### config.mk
export PLATFORM = sky130hd
export DESIGN_NAME = multicycle_control_fsm_flat
export DESIGN_NICKNAME = d
export VERILOG_FILES = /design/src/rtl/multicycle_control_fsm_if.sv /design/src/rtl/multicycle_control_fsm.sv /design/src/flat_wrapper.sv
export SDC_FILE = /design/constraint.sdc
export NUM_CORES = 1
export LEC_CHECK = 0
export ABC_AREA = 1
export CAP_MARGIN = 20
export CORE_AREA = 10 10 53 55
export DETAILED_ROUTE_END_ITERATION = 12
export DIE_AREA = 0 0 63 65
export DONT_BUFFER_PORTS = 1
export PLACE_DENSITY = 0.72
export REMOVE_ABC_BUFFERS = 1
export SLEW_MARGIN = 20
export SYNTH_ARGS = -nofsm -noshare
export SYNTH_HDL_FRONTEND = slang
export SYNTH_SLANG_ARGS = --single-unit
### constraint.sdc
create_clock -name clk -period 1.3 [get_ports clk]
set_input_delay 0.13 -clock clk [delete_from_list [all_inputs] [get_ports clk]]
set_output_delay 0.13 -clock clk [all_outputs]
set_load 0.02 [all_outputs]
### src/rtl/multicycle_control_fsm_if.sv
// Shared instruction/data memory handshake between the control FSM
// (master) and the memory port (slave).
interface multicycle_control_fsm_if;
    logic mem_req;
    logic mem_ready;
    logic MemRead;
    logic MemToWrite;

    modport master (
        output mem_req,
        output MemRead,
        output MemToWrite,
        input  mem_ready
    );

    modport slave (
        input  mem_req,
        input  MemRead,
        input  MemToWrite,
        output mem_ready
    );
endinterface

### src/rtl/multicycle_control_fsm.sv
// Multicycle MIPS-style control FSM: FETCH/DECODE/EXEC/MEM/WB with memory timeout.
// Define MC_RETIRE_CNT_EN to add the 16-bit retired-instruction counter port.
module multicycle_control_fsm #(
    parameter int WAIT_MAX = 15
) (
    input  logic                     clk,
    input  logic                     reset,
    multicycle_control_fsm_if.master mem,
    input  logic [5:0]               op,
    input  logic                     zero,
    output logic                     MemToReg,
    output logic [2:0]               ALUOp,
    output logic                     RegWrite,
    output logic                     PCWrite,
    output logic                     PCSrc,
    output logic                     IRWrite,
    output logic                     illegal,
    output logic                     mem_err,
    output logic [2:0]               state
`ifdef MC_RETIRE_CNT_EN
    ,
    output logic [15:0]              retired
`endif
);

    typedef enum logic [2:0] {
        S_FETCH  = 3'd0,
        S_DECODE = 3'd1,
        S_EXEC   = 3'd2,
        S_MEM    = 3'd3,
        S_WB     = 3'd4
    } state_t;

    localparam logic [5:0] OP_R   = 6'b000000;
    localparam logic [5:0] OP_LW  = 6'b100011;
    localparam logic [5:0] OP_SW  = 6'b101011;
    localparam logic [5:0] OP_BEQ = 6'b000100;
    localparam logic [7:0] LP_WMAX = 8'(WAIT_MAX);

    state_t     r_state;
    state_t     w_next;
    logic [5:0] r_op_q;
    logic [7:0] r_cnt;
    logic       r_mem_err;

    logic       w_req, w_rd, w_wr, w_m2r, w_rw;
    logic       w_pcw, w_src, w_irw, w_ill, w_ret;
    logic [2:0] w_alu;
    logic       w_legal, w_timeout, w_abort;

    assign w_legal = (op == OP_R) || (op == OP_LW) ||
                     (op == OP_SW) || (op == OP_BEQ);
    // Ready in the cycle the counter sits at WAIT_MAX still wins.
    assign w_timeout = (r_cnt == LP_WMAX) && !mem.mem_ready;
    assign w_abort   = w_req && w_timeout;

    always_comb begin
        w_next = S_FETCH;
        w_req  = 1'b0;
        w_rd   = 1'b0;
        w_wr   = 1'b0;
        w_m2r  = 1'b0;
        w_rw   = 1'b0;
        w_pcw  = 1'b0;
        w_src  = 1'b0;
        w_irw  = 1'b0;
        w_ill  = 1'b0;
        w_ret  = 1'b0;
        w_alu  = 3'b000;
        unique case (r_state)
            S_FETCH: begin
                w_req = 1'b1;
                w_rd  = 1'b1;
                if (mem.mem_ready) begin
                    w_irw  = 1'b1;
                    w_pcw  = 1'b1;
                    w_next = S_DECODE;
                end
            end
            S_DECODE: begin
                if (w_legal) begin
                    w_next = S_EXEC;
                end else begin
                    w_ill = 1'b1;
                end
            end
            S_EXEC: begin
                unique case (1'b1)
                    (r_op_q == OP_R): begin
                        w_alu  = 3'b010;
                        w_next = S_WB;
                    end
                    (r_op_q == OP_LW),
                    (r_op_q == OP_SW): begin
                        w_next = S_MEM;
                    end
                    (r_op_q == OP_BEQ): begin
                        w_alu = 3'b001;
                        w_src = 1'b1;
                        w_pcw = zero;
                        w_ret = 1'b1;
                    end
                    default: w_next = S_FETCH;
                endcase
            end
            S_MEM: begin
                if (r_op_q == OP_LW) begin
                    w_req = 1'b1;
                    w_rd  = 1'b1;
                    if (mem.mem_ready) begin
                        w_next = S_WB;
                    end else if (!w_timeout) begin
                        w_next = S_MEM;
                    end
                end else if (r_op_q == OP_SW) begin
                    w_req = 1'b1;
                    w_wr  = 1'b1;
                    if (mem.mem_ready) begin
                        w_ret = 1'b1;
                    end else if (!w_timeout) begin
                        w_next = S_MEM;
                    end
                end
            end
            S_WB: begin
                w_rw  = 1'b1;
                w_m2r = (r_op_q == OP_LW);
                w_ret = 1'b1;
            end
            default: w_next = S_FETCH;
        endcase
    end

    always_ff @(posedge clk or posedge reset) begin
        if (reset) begin
            r_state   <= S_FETCH;
            r_op_q    <= '0;
            r_cnt     <= '0;
            r_mem_err <= 1'b0;
        end else begin
            r_state <= w_next;
            if (r_state == S_DECODE) begin
                r_op_q <= op;
            end
            r_cnt <= (w_req && !mem.mem_ready && !w_abort) ? r_cnt + 8'd1 : 8'd0;
            if (w_abort) begin
                r_mem_err <= 1'b1;
            end
        end
    end

`ifdef MC_RETIRE_CNT_EN
    logic [15:0] r_retired;

    always_ff @(posedge clk or posedge reset) begin
        if (reset) begin
            r_retired <= '0;
        end else if (w_ret) begin
            r_retired <= r_retired + 16'd1;
        end
    end

    assign retired = r_retired;
`endif

    // Reset must silence every output, including the FETCH request.
    assign mem.mem_req    = w_req & ~reset;
    assign mem.MemRead    = w_rd  & ~reset;
    assign mem.MemToWrite = w_wr  & ~reset;
    assign MemToReg       = w_m2r & ~reset;
    assign ALUOp          = reset ? 3'b000 : w_alu;
    assign RegWrite       = w_rw  & ~reset;
    assign PCWrite        = w_pcw & ~reset;
    assign PCSrc          = w_src & ~reset;
    assign IRWrite        = w_irw & ~reset;
    assign illegal        = w_ill & ~reset;
    assign mem_err        = r_mem_err;
    assign state          = r_state;

endmodule

### src/flat_wrapper.sv
// flat-port wrapper written by rule: the top's interface ports become plain ports
module multicycle_control_fsm_flat 
#(
    parameter int WAIT_MAX = 15
)
  (clk, reset, op, zero, MemToReg, ALUOp, RegWrite, PCWrite, PCSrc, IRWrite, illegal, mem_err, state, mem_mem_req, mem_MemRead, mem_MemToWrite, mem_mem_ready);
  multicycle_control_fsm_if mem_i ();
  input  logic clk;
  input  logic reset;
  input  logic [5:0] op;
  input  logic zero;
  output logic MemToReg;
  output logic [2:0] ALUOp;
  output logic RegWrite;
  output logic PCWrite;
  output logic PCSrc;
  output logic IRWrite;
  output logic illegal;
  output logic mem_err;
  output logic [2:0] state;
  output wire logic [$bits(mem_i.mem_req)-1:0] mem_mem_req;
  output wire logic [$bits(mem_i.MemRead)-1:0] mem_MemRead;
  output wire logic [$bits(mem_i.MemToWrite)-1:0] mem_MemToWrite;
  input wire logic [$bits(mem_i.mem_ready)-1:0] mem_mem_ready;
  assign mem_mem_req = mem_i.mem_req;
  assign mem_MemRead = mem_i.MemRead;
  assign mem_MemToWrite = mem_i.MemToWrite;
  assign mem_i.mem_ready = mem_mem_ready;
  multicycle_control_fsm #(.WAIT_MAX(WAIT_MAX)) u_core (.clk(clk), .reset(reset), .mem(mem_i), .op(op), .zero(zero), .MemToReg(MemToReg), .ALUOp(ALUOp), .RegWrite(RegWrite), .PCWrite(PCWrite), .PCSrc(PCSrc), .IRWrite(IRWrite), .illegal(illegal), .mem_err(mem_err), .state(state));
endmodule
==> impl_metrics.csv, run 1 <==
group,metric,value,unit
setup_path,start_kind,"flop",
status,failed_checks,"setup timing",
timing,finClkSkew,2.32,ps
route,detailedRoute.firstPassIterationCount,4,
worst_hold_path,min-delay-start,"op[5]",
placed_design,placedInstanceArea,0.00117,mm2
clock_tree,cts.sink_count,18,
logic_synthesis,yosysTopAreaCell,"sky130_fd_sc_hd__dfrtp_1",
route,ant_nets,0,
setup_path,critPathArrivalTime,1520,ps
logic_synthesis,yosys.cell_types.count,22,
logic_synthesis,synth.top_cells.by_area,"sky130_fd_sc_hd__dfrtp_1 (44%), sky130_fd_sc_hd__nand2_1 (12%), sky130_fd_sc_hd__nor2_1 (9.5%)",
route,post_drt_wl_per_cell,14.2,um
finish,area_of_combinational_cells_with_multiple_inputs,634,um2
finish,diodes,0,
global_routing,grt_use_total,12.4,%
timing,report.final.hold_viol_count,0,
status,result_of_the_run,"finished, violations left",
route,number_of_vias_after_detailed_routing,1043,
pwr,power.density_cell_area,873,mW/mm2
logic_synthesis,post_syn_instances,140,
worst_hold_path,holdPathEnd,"u_core.r_op_q[5]$_DFFE_PP0N_",
route,vias_per_cell,5.19,
logic_synthesis,netlist.area_leader.share,44.1,%
setup_path,worst_ep_required_time,1170,ps
clock_tree,cts_tree,"done",
global_routing,grt_start_max_net_pins,19,
logic_synthesis,synth.avg_cell_area,7.30,um2
run,maximum_capacitance_violations,0,
floorplan,boundaryPins,26,
route,drt-total-wl,2850,um
setup_path,crit_slowest_cell,"sky130_fd_sc_hd__dfrtp_1",
timing,report.final.slew_viol_count,0,
finish,sequential_cell_area,454,um2
placed_design,place.gp.congestion,0.819,
clock_tree,cts.path.max_buffers,2,
floorplan,dieHeight,65,um
worst_hold_path,hold_class,"input pin to flop",
placed_design,place_hpwl,1790,um
global_routing,grt_antenna_before_repair,0,
route,post_route_drc,0,
floorplan,initial_core_util,54.9,%
setup_path,rr_endpoint,"u_core.r_cnt[6]$_DFF_PP0_",
timing,setup-violations-final,16,
pwr,vdd_ir_drop_max,703,uV
worst_hold_path,whs_path_depth,2,
finish,layout-drive-gt1-share,42.0,%
clock_tree,clockRootBuffer,"sky130_fd_sc_hd__clkbuf_4",
global_routing,first_global_vias,973,
setup_path,worstReg2RegStart,"u_core.r_op_q[4]$_DFFE_PP0N_",
timing,fmax,0.608,GHz
pwr,p_leak,0.696,nW
floorplan,die_width,63,um
clock_tree,cts_inserted_buffers,3,
logic_synthesis,synth_warnings,0,
pwr,p_total,1.31,mW
placed_design,port_buffers,0,
floorplan,core_area,0.00186,mm2
floorplan,std_cell_rows,16,
clock_tree,clk_transition_reported_paths,100,ps
setup_path,rr_worst_depth,7,
setup_path,critPathKind,"flop to output pin",
timing,finalWorstSetupSlack,-346,ps
timing,grt_setup_unrepaired,"true",
logic_synthesis,yosys_register_bits,18,
setup_path,cp_cell_sequence,"or2_4 > nor2_1 > nand3_2 > a21oi_2 > buf_4",
clock_tree,clkLatencyLatePin,300,ps
global_routing,globalRouteOverflowTotal,0,
setup_path,critPathMaxFanout,2,
finish,flow.area_growth_from_synthesis,47.1,%
setup_path,critical_path.max_stage_delay,400,ps
clock_tree,cts_max_level,1,
timing,layout_worst_path_cycle_share,127,%
route,violation_count_after_the_first_detailed_routing_iteration,54,
setup_path,setup.reg_to_reg.worst_slack,-20,ps
finish,fin_nets,186,
logic_synthesis,sequential_fraction_of_the_synthesis_area,44.1,%
global_routing,wire_length_of_the_first_global_routing_pass,4200,um
finish,fin_area,0.00150,mm2
setup_path,critical_path_buffer_and_inverter_count,1,
timing,finalWorstPathRequiredPeriod,1650,ps
floorplan,fp.dieArea,0.00410,mm2
finish,nFillCells,114,
setup_path,end_kind,"output pin",
logic_synthesis,post_synth_instance_area,0.00102,mm2
setup_path,critPathTopFamily,"simple AND/OR/NAND/NOR gates",
-- synthesized netlist by cell type, drive strengths merged --
cell,count
o21bai,1
o21ai,4
a21oi,4
nand4,5
xor2,3
inv,17
conb,1
buf,3
nor3,3
ha,1
dfrtp,18
xnor2,1
nand3,12
nor2,30
nand2,36
or2,1
-- worst max path at each step --
stage | endpoint | startpoint | cells after the start | slack (ps)
detailed placement | PCSrc | u_core.r_op_q[1]$_DFFE_PP0N_ | 5 | -40
global route | ALUOp[0] | u_core.state[2]$_DFF_PP0_ | 6 | -420
global placement | ALUOp[1] | u_core.r_op_q[1]$_DFFE_PP0N_ | 5 | 40
floorplan | MemToReg | reset | 5 | -400
CTS | PCSrc | u_core.r_op_q[0]$_DFFE_PP0N_ | 5 | -280
finish | PCWrite | u_core.r_op_q[1]$_DFFE_PP0N_ | 5 | -350
-- area by class of cell --
class                           count  area share [%]
Multi-Input combinational cell    102            42.2
Sequential cell                    18            30.2
Timing Repair Buffer               33            18.7
Inverter                           17            4.24
Clock buffer                        4            2.41
Tap cell                           27            2.25
-- cells by family after synthesis --
kind of cell / synth area share, %
other: 0.367
adders and majority gates: 1.22
AOI/OAI and AO/OA: 4.65
and+or+nand+nor: 37.7
xor gates and xnor gates: 3.43
buffers and inverters: 8.57
DFF: 44.1
-- layer usage --
| metal | part of all wire, % | routed length, um | global-route usage, % | vias up |
|---|---|---|---|---|
| li1 | - | - | - | 507 |
| met3 | 8.7 | 247 | 4.81 | 7 |
| met4 | 2.0 | 57 | 6.15 | 0 |
| met5 | 0 | 0 | 0 | - |
| met1 | 37 | 1040 | 13.2 | 501 |
| met2 | 53 | 1500 | 20.9 | 28 |
-- report_power, final --
group	internal [mW]	total, mW	switching, mW
clock	0.171	0.346	0.175
sequential	0.597	0.641	0.0431
combinational	0.141	0.326	0.185
total	0.909	1.31	0.403
-- per-stage QoR --
step                      setup WS (ps)  utilization [%]  cells  hold slack, ps  TNS (ps)
after floorplan                    -403                -    137            85.2      -792
after global placement             35.2             62.7    182             136         0
after detailed placement          -39.6             62.7    182             130     -90.9
after CTS                          -281             72.2    197            16.5     -2260
after global routing               -422             80.8    201            13.9     -4280
final                              -346             80.8    201            13.0     -2700
-- flip-flops by register name, summed over array words and instances (netlist names) --
signal / count
u_core.state: 3
u_core.mem_err: 1
u_core.r_cnt: 8
u_core.r_op_q: 6
-- placed cells by master, fill, tap and decap left out, types with 2 or more instances in the layout --
cell type and count:
sky130_fd_sc_hd__nand4_1 5, sky130_fd_sc_hd__inv_2 4, sky130_fd_sc_hd__dfrtp_1 15, sky130_fd_sc_hd__dlygate4sd3_1 6, sky130_fd_sc_hd__nand3_2 2, sky130_fd_sc_hd__nor3_1 2
sky130_fd_sc_hd__nand3_1 8, sky130_fd_sc_hd__a21oi_2 4, sky130_fd_sc_hd__o21ai_0 4, sky130_fd_sc_hd__nor2_1 12, sky130_fd_sc_hd__nand2_1 30, sky130_fd_sc_hd__clkbuf_4 3
sky130_fd_sc_hd__nand2_2 4, sky130_fd_sc_hd__xor2_1 3, sky130_fd_sc_hd__buf_6 5, sky130_fd_sc_hd__dfrtp_2 3, sky130_fd_sc_hd__nor2_4 6, sky130_fd_sc_hd__nor2_2 12
sky130_fd_sc_hd__buf_4 22, sky130_fd_sc_hd__inv_1 13, sky130_fd_sc_hd__nand3_4 2
-- timing repair --
action / CTS / global route
pin swaps: 3 / 10
hold buffers: 6 / 0
hold endpoints to repair: 24 / 0
buffers inserted: 5 / 4
gates resized for setup: 10 / 41
endpoints found under the setup margin: 11 / 22
Note: power is estimated with default switching activity, not from simulation.
==> inputs of run 2 (changes only) <==
ABC_AREA = unset   (was 1)
CORE_AREA = 10 10 51 53   (was 10 10 53 55)
DIE_AREA = 0 0 61 63   (was 0 0 63 65)
GPL_ROUTABILITY_DRIVEN = 1   (was unset)
PLACE_DENSITY = 0.73   (was 0.72)
==> run 2 against run 1 <==
Net effect:
- the flow now stops in clock tree synthesis (4_1_cts)
- synthesized cell count shrank 34%
- area after synthesis shrank 7.8%
==> impl_metrics.csv, run 2 <==
group,metric,value,unit
status,error_message,"[ERROR DPL-0038] Utilization greater than 100%, impossible to legalize",
logic_synthesis,synth_warnings,0,
floorplan,std_cell_rows,15,
logic_synthesis,synth.avg_cell_area,10.1,um2
logic_synthesis,sequential_fraction_of_the_synthesis_area,47.8,%
clock_tree,clockRootBuffer,"sky130_fd_sc_hd__clkbuf_4",
clock_tree,cts_max_level,1,
status,last_stage_reached,"clock tree synthesis (4_1_cts)",
clock_tree,cts.path.max_buffers,2,
logic_synthesis,post_synth_instance_area,942,um2
logic_synthesis,synthMostInstantiatedCell,"sky130_fd_sc_hd__dfrtp_1",
clock_tree,cts.sink_count,18,
floorplan,initial_core_util,57.0,%
placed_design,port_buffers,0,
logic_synthesis,synth.top_cells.by_count,"sky130_fd_sc_hd__dfrtp_1 (18), sky130_fd_sc_hd__nor2_1 (11), sky130_fd_sc_hd__and3_1 (7), sky130_fd_sc_hd__nand2_1 (7), sky130_fd_sc_hd__mux2_2 (6)",
logic_synthesis,post_syn_instances,93,
placed_design,numPlacedInstances,149,
logic_synthesis,yosysTopAreaCell,"sky130_fd_sc_hd__dfrtp_1",
logic_synthesis,yosys.cell_types.count,30,
logic_synthesis,synth_enable_flop_cells,0,
placed_design,placedInstanceArea,0.00126,mm2
status,result_of_the_run,"aborted with a tool error",
logic_synthesis,ys_dominant_reg_cell,"sky130_fd_sc_hd__dfrtp_1",
clock_tree,cts.hold.buffers_added,8,
placed_design,place.gp.congestion,0.860,
logic_synthesis,yosys_register_bits,18,
floorplan,die_width,61,um
clock_tree,cts-resized-gates,52,
logic_synthesis,synthArstFlopShare,100,%
clock_tree,cts_inserted_buffers,3,
placed_design,place_hpwl,1990,um
clock_tree,post-cts-setup-buffer-count,12,
floorplan,boundaryPins,26,
floorplan,dieHeight,63,um
logic_synthesis,netlist.area_leader.share,47.8,%
logic_synthesis,synth.top_cells.by_area,"sky130_fd_sc_hd__dfrtp_1 (48%), sky130_fd_sc_hd__mux2_2 (7.2%), sky130_fd_sc_hd__and3_1 (4.6%)",
## run 2: kinds of logic after synthesis
kind of cell / share of synthesized area, %
DFF: 47.8
buffers and inverters: 1.99
and+or+nand+nor: 27.4
other: 0.398
muxes: 7.17
adders and majority gates: 1.33
AOI/OAI and AO/OA: 8.37
xor gates and xnor gates: 5.58
## run 2: stage by stage
| stage | utilization [%] | setup slack [ps] | hold slack, ps |
|---|---|---|---|
| after floorplan | - | -975 | 68.6 |
| after global placement | 76.1 | -268 | 144 |
| after detailed placement | 76.1 | -300 | 147 |
==> inputs of run 3 (changes only) <==
CORE_AREA = 10 10 71 73   (was 10 10 51 53)
DIE_AREA = 0 0 81 83   (was 0 0 61 63)
PLACE_DENSITY = unset   (was 0.73)
PLACE_DENSITY_LB_ADDON = 0.15   (was unset)
==> run 3 against run 2 <==
Net effect:
- the flow now finishes, with violations (setup timing)
- synthesized cell count did not move
- area after synthesis did not move
==> impl_metrics.csv, run 3 <==
group,metric,value,unit
route,detailedRoute.firstPassIterationCount,4,
finish,most-common-layout-cells,"sky130_fd_sc_hd__buf_4 (46), sky130_fd_sc_hd__dfrtp_1 (16), sky130_fd_sc_hd__buf_6 (8), sky130_fd_sc_hd__nor2_1 (7)",
route,vias_per_cell,4.75,
global_routing,grt_antenna_before_repair,0,
pwr,p_leak,0.788,nW
setup_path,start_kind,"flop",
timing,timing.hold.ws,19.5,ps
pwr,vdd_ir_drop_max,743,uV
finish,fin_area,0.00174,mm2
placed_design,placedInstanceArea,0.00133,mm2
logic_synthesis,yosysTopAreaCell,"sky130_fd_sc_hd__dfrtp_1",
timing,layout_worst_path_cycle_share,141,%
timing,finClkSkew,1.75,ps
placed_design,place.gp.congestion,0.785,
logic_synthesis,netlist.area_leader.share,47.8,%
logic_synthesis,synth.top_cells.by_count,"sky130_fd_sc_hd__dfrtp_1 (18), sky130_fd_sc_hd__nor2_1 (11), sky130_fd_sc_hd__and3_1 (7), sky130_fd_sc_hd__nand2_1 (7), sky130_fd_sc_hd__mux2_2 (6)",
logic_synthesis,synthArstFlopShare,100,%
finish,fin_nets,164,
clock_tree,cts_max_level,1,
route,post_route_drc,0,
route,ant_nets,0,
clock_tree,cts.path.max_buffers,2,
finish,diodes,0,
floorplan,boundaryPins,26,
floorplan,dieHeight,83,um
setup_path,critPathArrivalTime,1700,ps
logic_synthesis,sequential_fraction_of_the_synthesis_area,47.8,%
status,result_of_the_run,"finished, violations left",
floorplan,die_width,81,um
finish,largest_register,"u_core.r_cnt",
global_routing,globalRouteOverflowTotal,0,
route,post_drt_wl_per_cell,15.4,um
setup_path,critPathMaxFanout,2,
run,maximum_capacitance_violations,0,
clock_tree,clkLatencyLatePin,250,ps
floorplan,std_cell_rows,22,
logic_synthesis,synth_warnings,0,
finish,flow.area_growth_from_synthesis,84.5,%
placed_design,place_hpwl,2240,um
setup_path,end_kind,"output pin",
global_routing,grt_start_max_net_pins,19,
status,failed_checks,"setup timing",
logic_synthesis,post_syn_instances,93,
worst_hold_path,min-delay-start,"op[2]",
clock_tree,cts_inserted_buffers,3,
setup_path,setup.reg_to_reg.worst_slack,-330,ps
timing,finalWorstPathRequiredPeriod,1830,ps
logic_synthesis,synth.avg_cell_area,10.1,um2
route,violation_count_after_the_first_detailed_routing_iteration,15,
setup_path,critPathKind,"flop to output pin",
worst_hold_path,hold_class,"input pin to flop",
logic_synthesis,synth_enable_flop_cells,0,
timing,finalWorstSetupSlack,-534,ps
finish,largest_register_ff_count,8,
floorplan,core_area,0.00363,mm2
placed_design,port_buffers,0,
logic_synthesis,synth.top_cells.by_area,"sky130_fd_sc_hd__dfrtp_1 (48%), sky130_fd_sc_hd__mux2_2 (7.2%), sky130_fd_sc_hd__and3_1 (4.6%)",
setup_path,worst_ep_required_time,1170,ps
clock_tree,clockRootBuffer,"sky130_fd_sc_hd__clkbuf_8",
clock_tree,clk_transition_reported_paths,70,ps
route,drt-total-wl,3090,um
timing,fmax,0.545,GHz
logic_synthesis,post_synth_instance_area,942,um2
timing,report.final.slew_viol_count,0,
timing,report.final.hold_viol_count,0,
floorplan,initial_core_util,25.9,%
logic_synthesis,yosys_register_bits,18,
clock_tree,cts.sink_count,18,
finish,layout-drive-gt1-share,62.5,%
route,number_of_vias_after_detailed_routing,950,
logic_synthesis,ys_dominant_reg_cell,"sky130_fd_sc_hd__dfrtp_1",
setup_path,worstReg2RegStart,"u_core.r_op_q[3]$_DFFE_PP0N_",
logic_synthesis,synthMostInstantiatedCell,"sky130_fd_sc_hd__dfrtp_1",
clock_tree,cts_tree,"done",
pwr,power.density_cell_area,850,mW/mm2
global_routing,grt_use_total,9.21,%
timing,grt_setup_unrepaired,"true",
setup_path,worstSetupStartpoint,"u_core.r_op_q[3]$_DFFE_PP0N_",
global_routing,first_global_vias,1046,
global_routing,wire_length_of_the_first_global_routing_pass,5010,um
finish,final_common_cell,"sky130_fd_sc_hd__buf_4",
placed_design,post-place-ws,-368,ps
logic_synthesis,yosys.cell_types.count,30,
timing,setup-violations-final,29,
floorplan,fp.dieArea,0.00672,mm2
## run 3: what timing repair did
action | CTS | global route
gates resized for setup | 51 | 7
pin swaps | 8 | 14
buffers inserted | 5 | 6
hold buffers | 1 | 0
cloned | 0 | 0
hold endpoints to repair | 18 | 0
setup endpoints to repair | 29 | 29
## run 3: report_power, final
part	leakage (nW)	internal, mW	switching, mW
logic	0.527	0.210	0.175
clock network	0.0288	0.269	0.191
registers	0.232	0.601	0.0316
## run 3: layer usage
layer	track usage [%]	routed length (um)
met5	0	0
met4	1.10	13
met3	5.93	301
met2	16.0	1610
met1	9.15	1160
## run 3: final timing paths
kind / to / depth (start not counted)
max: ALUOp[1] / 5
min reg2reg: u_core.r_cnt[0]$_DFF_PP0_ / 2
max reg2reg: u_core.state[2]$_DFF_PP0_ / 6
max in group asynchronous: u_core.state[2]$_DFF_PP0_ / 3
min in group asynchronous: u_core.r_op_q[3]$_DFFE_PP0N_ / 3
min: u_core.r_op_q[2]$_DFFE_PP0N_ / 1
## run 3: logic make-up after synthesis
logic type / count (synthesis) / share of synthesized area (%)
DFF: 18 / 47.8
AOI/OAI and AO/OA: 10 / 8.37
adders and majority gates: 1 / 1.33
xor gates and xnor gates: 6 / 5.58
muxes: 6 / 7.17
and+or+nand+nor: 47 / 27.4
other: 1 / 0.398
buffers and inverters: 4 / 1.99
## run 3: final cells by class
| cell class | instances | area [um2] |
|---|---|---|
| Clock buffer | 4 | 55.1 |
| Fill cell | 356 | 1900 |
| Inverter | 3 | 11.3 |
| Multi-Input combinational cell | 71 | 698 |
| Sequential cell | 18 | 453 |
| Tap cell | 48 | 60.1 |
| Timing Repair Buffer | 56 | 460 |
## run 3: per-stage QoR
| stage | total power [mW] | utilization (%) | TNS (ps) | cells |
|---|---|---|---|---|
| finish | 1.48 | 47.8 | -6560 | 200 |
| floorplan | 0.767 | - | -4770 | 92 |
| detailed placement | 0.907 | 36.5 | -5800 | 184 |
| CTS | 1.47 | 45.7 | -6910 | 194 |
| global route | 1.55 | 47.8 | -9520 | 200 |
| global placement | 0.906 | 36.5 | -5730 | 184 |
## run 3: worst max-delay path: stages (launching register included)
cell and delay (ps):
sky130_fd_sc_hd__dfrtp_1 390, sky130_fd_sc_hd__nor4_2 250, sky130_fd_sc_hd__nand2_1 100, sky130_fd_sc_hd__or4_4 440
sky130_fd_sc_hd__nor3_2 110, sky130_fd_sc_hd__buf_4 160
==> inputs of run 4 (changes only) <==
REMOVE_ABC_BUFFERS = unset   (was 1)
==> run 4 against run 3 <==
Net effect:
- the run still ends with setup timing left
- flip-flop and latch count unchanged
- combinational power increased by 9.4%
- worst setup slack gained 19 ps
- global-route usage down 0.30 points
- clock power is 2% higher
- total power is 3.2% higher
- via count fell by 3.9%
- highest routed layer unchanged
- register-to-register slack better by 60 ps
- sequential share of layout area shrank 0.11 points
- cell count down 1.5%
- fmax grew 1.1%
- utilization rose by 0.34 points
==> impl_metrics.csv, run 4 (synthesized netlist as in run 3, its figures left out) <==
group,metric,value,unit
floorplan,die_width,81,um
route,drt-total-wl,2920,um
finish,fin_nets,161,
setup_path,critPathMaxFanout,2,
timing,finClkSkew,2.25,ps
worst_hold_path,min-delay-start,"op[1]",
pwr,power_report.internal_total,1.11,mW
route,post_drt_wl_per_cell,14.8,um
placed_design,port_buffers,0,
floorplan,fp.dieArea,0.00672,mm2
setup_path,critPathArrivalTime,1680,ps
setup_path,start_kind,"flop",
setup_path,rr_endpoint,"u_core.mem_err$_DFFE_PP0P_",
worst_hold_path,holdPathEnd,"u_core.r_op_q[1]$_DFFE_PP0N_",
clock_tree,cts_max_level,1,
global_routing,grt_use_total,8.90,%
global_routing,grt_start_max_net_pins,16,
setup_path,critical_path.max_stage_delay,450,ps
timing,setup-violations-final,29,
route,number_of_vias_after_detailed_routing,913,
setup_path,crit_slowest_cell,"sky130_fd_sc_hd__or4_4",
worst_hold_path,whs_path_depth,1,
pwr,clock_power_share,30.6,%
timing,report.final.hold_viol_count,0,
global_routing,globalRouteOverflowTotal,0,
pwr,power.density_cell_area,872,mW/mm2
setup_path,rr_worst_depth,7,
pwr,sw_frac_of_total,27.5,%
timing,finalWorstPathRequiredPeriod,1810,ps
global_routing,wire_length_of_the_first_global_routing_pass,4910,um
timing,timing.hold.ws,21.9,ps
route,top_signal_layer_used,"met4",
clock_tree,clk_transition_reported_paths,70,ps
route,routed-wl-met3,167,um
route,vias_per_cell,4.63,
finish,most-common-layout-cells,"sky130_fd_sc_hd__buf_4 (42), sky130_fd_sc_hd__dfrtp_1 (15), sky130_fd_sc_hd__buf_6 (10), sky130_fd_sc_hd__mux2_4 (6)",
run,maximum_capacitance_violations,0,
status,result_of_the_run,"finished, violations left",
global_routing,grt_antenna_before_repair,0,
timing,final_layout_setup_total_negative_slack,-8010,ps
timing,report.final.slew_viol_count,0,
finish,nFillCells,334,
timing,layout_worst_path_cycle_share,140,%
route,post_route_drc,0,
setup_path,critPathKind,"flop to output pin",
clock_tree,cts.path.max_buffers,2,
timing,grt_setup_unrepaired,"true",
route,detailedRoute.firstPassIterationCount,4,
setup_path,worstReg2RegStart,"u_core.state[0]$_DFF_PP0_",
timing,fmax,0.551,GHz
setup_path,setup.reg_to_reg.worst_slack,-270,ps
pwr,vdd_ir_drop_max,444,uV
floorplan,std_cell_rows,22,
clock_tree,clockRootBuffer,"sky130_fd_sc_hd__clkbuf_8",
pwr,p_leak,0.791,nW
logic_synthesis,postSynthNetCount,104,
route,violation_count_after_the_first_detailed_routing_iteration,27,
status,failed_checks,"setup timing",
setup_path,cp_cell_sequence,"nor4_2 > nand2_1 > or4_4 > nor3_4",
clock_tree,cts_inserted_buffers,3,
finish,diodes,0,
placed_design,place_hpwl,2110,um
finish,largest_register,"u_core.r_cnt",
finish,flow.area_growth_from_synthesis,85.8,%
route,ant_nets,0,
pwr,power.net_switching,0.420,mW
clock_tree,cts.sink_count,18,
setup_path,worst_ep_required_time,1170,ps
pwr,seq_power_share,41.8,%
setup_path,end_kind,"output pin",
clock_tree,clkLatencyLatePin,250,ps
floorplan,initial_core_util,25.9,%
floorplan,boundaryPins,26,
route,met2_wirelength,1390,um
global_routing,first_global_vias,1004,
timing,finalWorstSetupSlack,-514,ps
placed_design,place.gp.congestion,0.826,
floorplan,dieHeight,83,um
clock_tree,cts_tree,"done",
setup_path,worstSetupStartpoint,"u_core.r_op_q[4]$_DFFE_PP0N_",
floorplan,core_area,0.00363,mm2
pwr,p_total,1.53,mW
route,wirelength_met1,1310,um
worst_hold_path,hold_class,"input pin to flop",
finish,final_common_cell,"sky130_fd_sc_hd__buf_4",
finish,layout-drive-gt1-share,65.1,%
finish,largest_register_ff_count,8,
pwr,power.combinational.fraction,27.6,%
-- run 4: cell types whose count changed in the layout (fill, tap and decap cells not counted), sizes merged --
cell	change
buf	-3
-- run 4: worst max path at each step --
stage	slack [ps]	to
after global routing	-600	ALUOp[1]
final	-510	ALUOp[1]
after detailed placement	-300	ALUOp[1]
after global placement	-290	ALUOp[1]
after floorplan	-340	ALUOp[1]
after CTS	-530	ALUOp[1]
-- run 4: cell type report --
class	count	area (um2)	share of cell area (%)
sequential	18	454	25.9
inverter	3	11.3	0.643
clock buffer	4	55.1	3.15
timing repair buffer	53	438	25.0
multi-input combinational	71	732	41.8
tap	48	60.1	3.43
-- run 4: critical path: cells and delay by family (launching register included) --
kind / cells / cell delay, ps
DFF: 1 / 390
and+or+nand+nor: 4 / 1030
-- run 4: metrics by stage --
stage / std cells / cell area [um2] / util, % / setup WS (ps)
after floorplan: 93 / 1040 / - / -338
after global placement: 180 / 1390 / 38.3 / -287
after detailed placement: 180 / 1390 / 38.3 / -300
after CTS: 192 / 1660 / 45.7 / -533
after global routing: 197 / 1750 / 48.2 / -598
final: 197 / 1750 / 48.2 / -514
-- run 4: timing repair --
| item | in CTS | in global routing |
|---|---|---|
| gates resized for setup | 34 | 12 |
| pin swaps | 10 | 8 |
| hold buffers | 1 | 0 |
| hold endpoints to repair | 18 | 0 |
| setup endpoints to repair | 29 | 29 |
| buffers inserted | 8 | 6 |
-- run 4: power groups by stage --
stage	clock network (mW)	registers [mW]	logic [mW]
floorplan	0	0.661	0.134
global placement	0	0.645	0.279
CTS	0.474	0.634	0.380
global route	0.506	0.646	0.447
detailed placement	0	0.646	0.281
finish	0.467	0.638	0.421
-- run 4: layer usage --
layer  GRT usage [%]  vias up
li1                -      448
met1            10.5      445
met2            14.0       14
met3            3.45        6
met4            3.29        0
met5               0        -
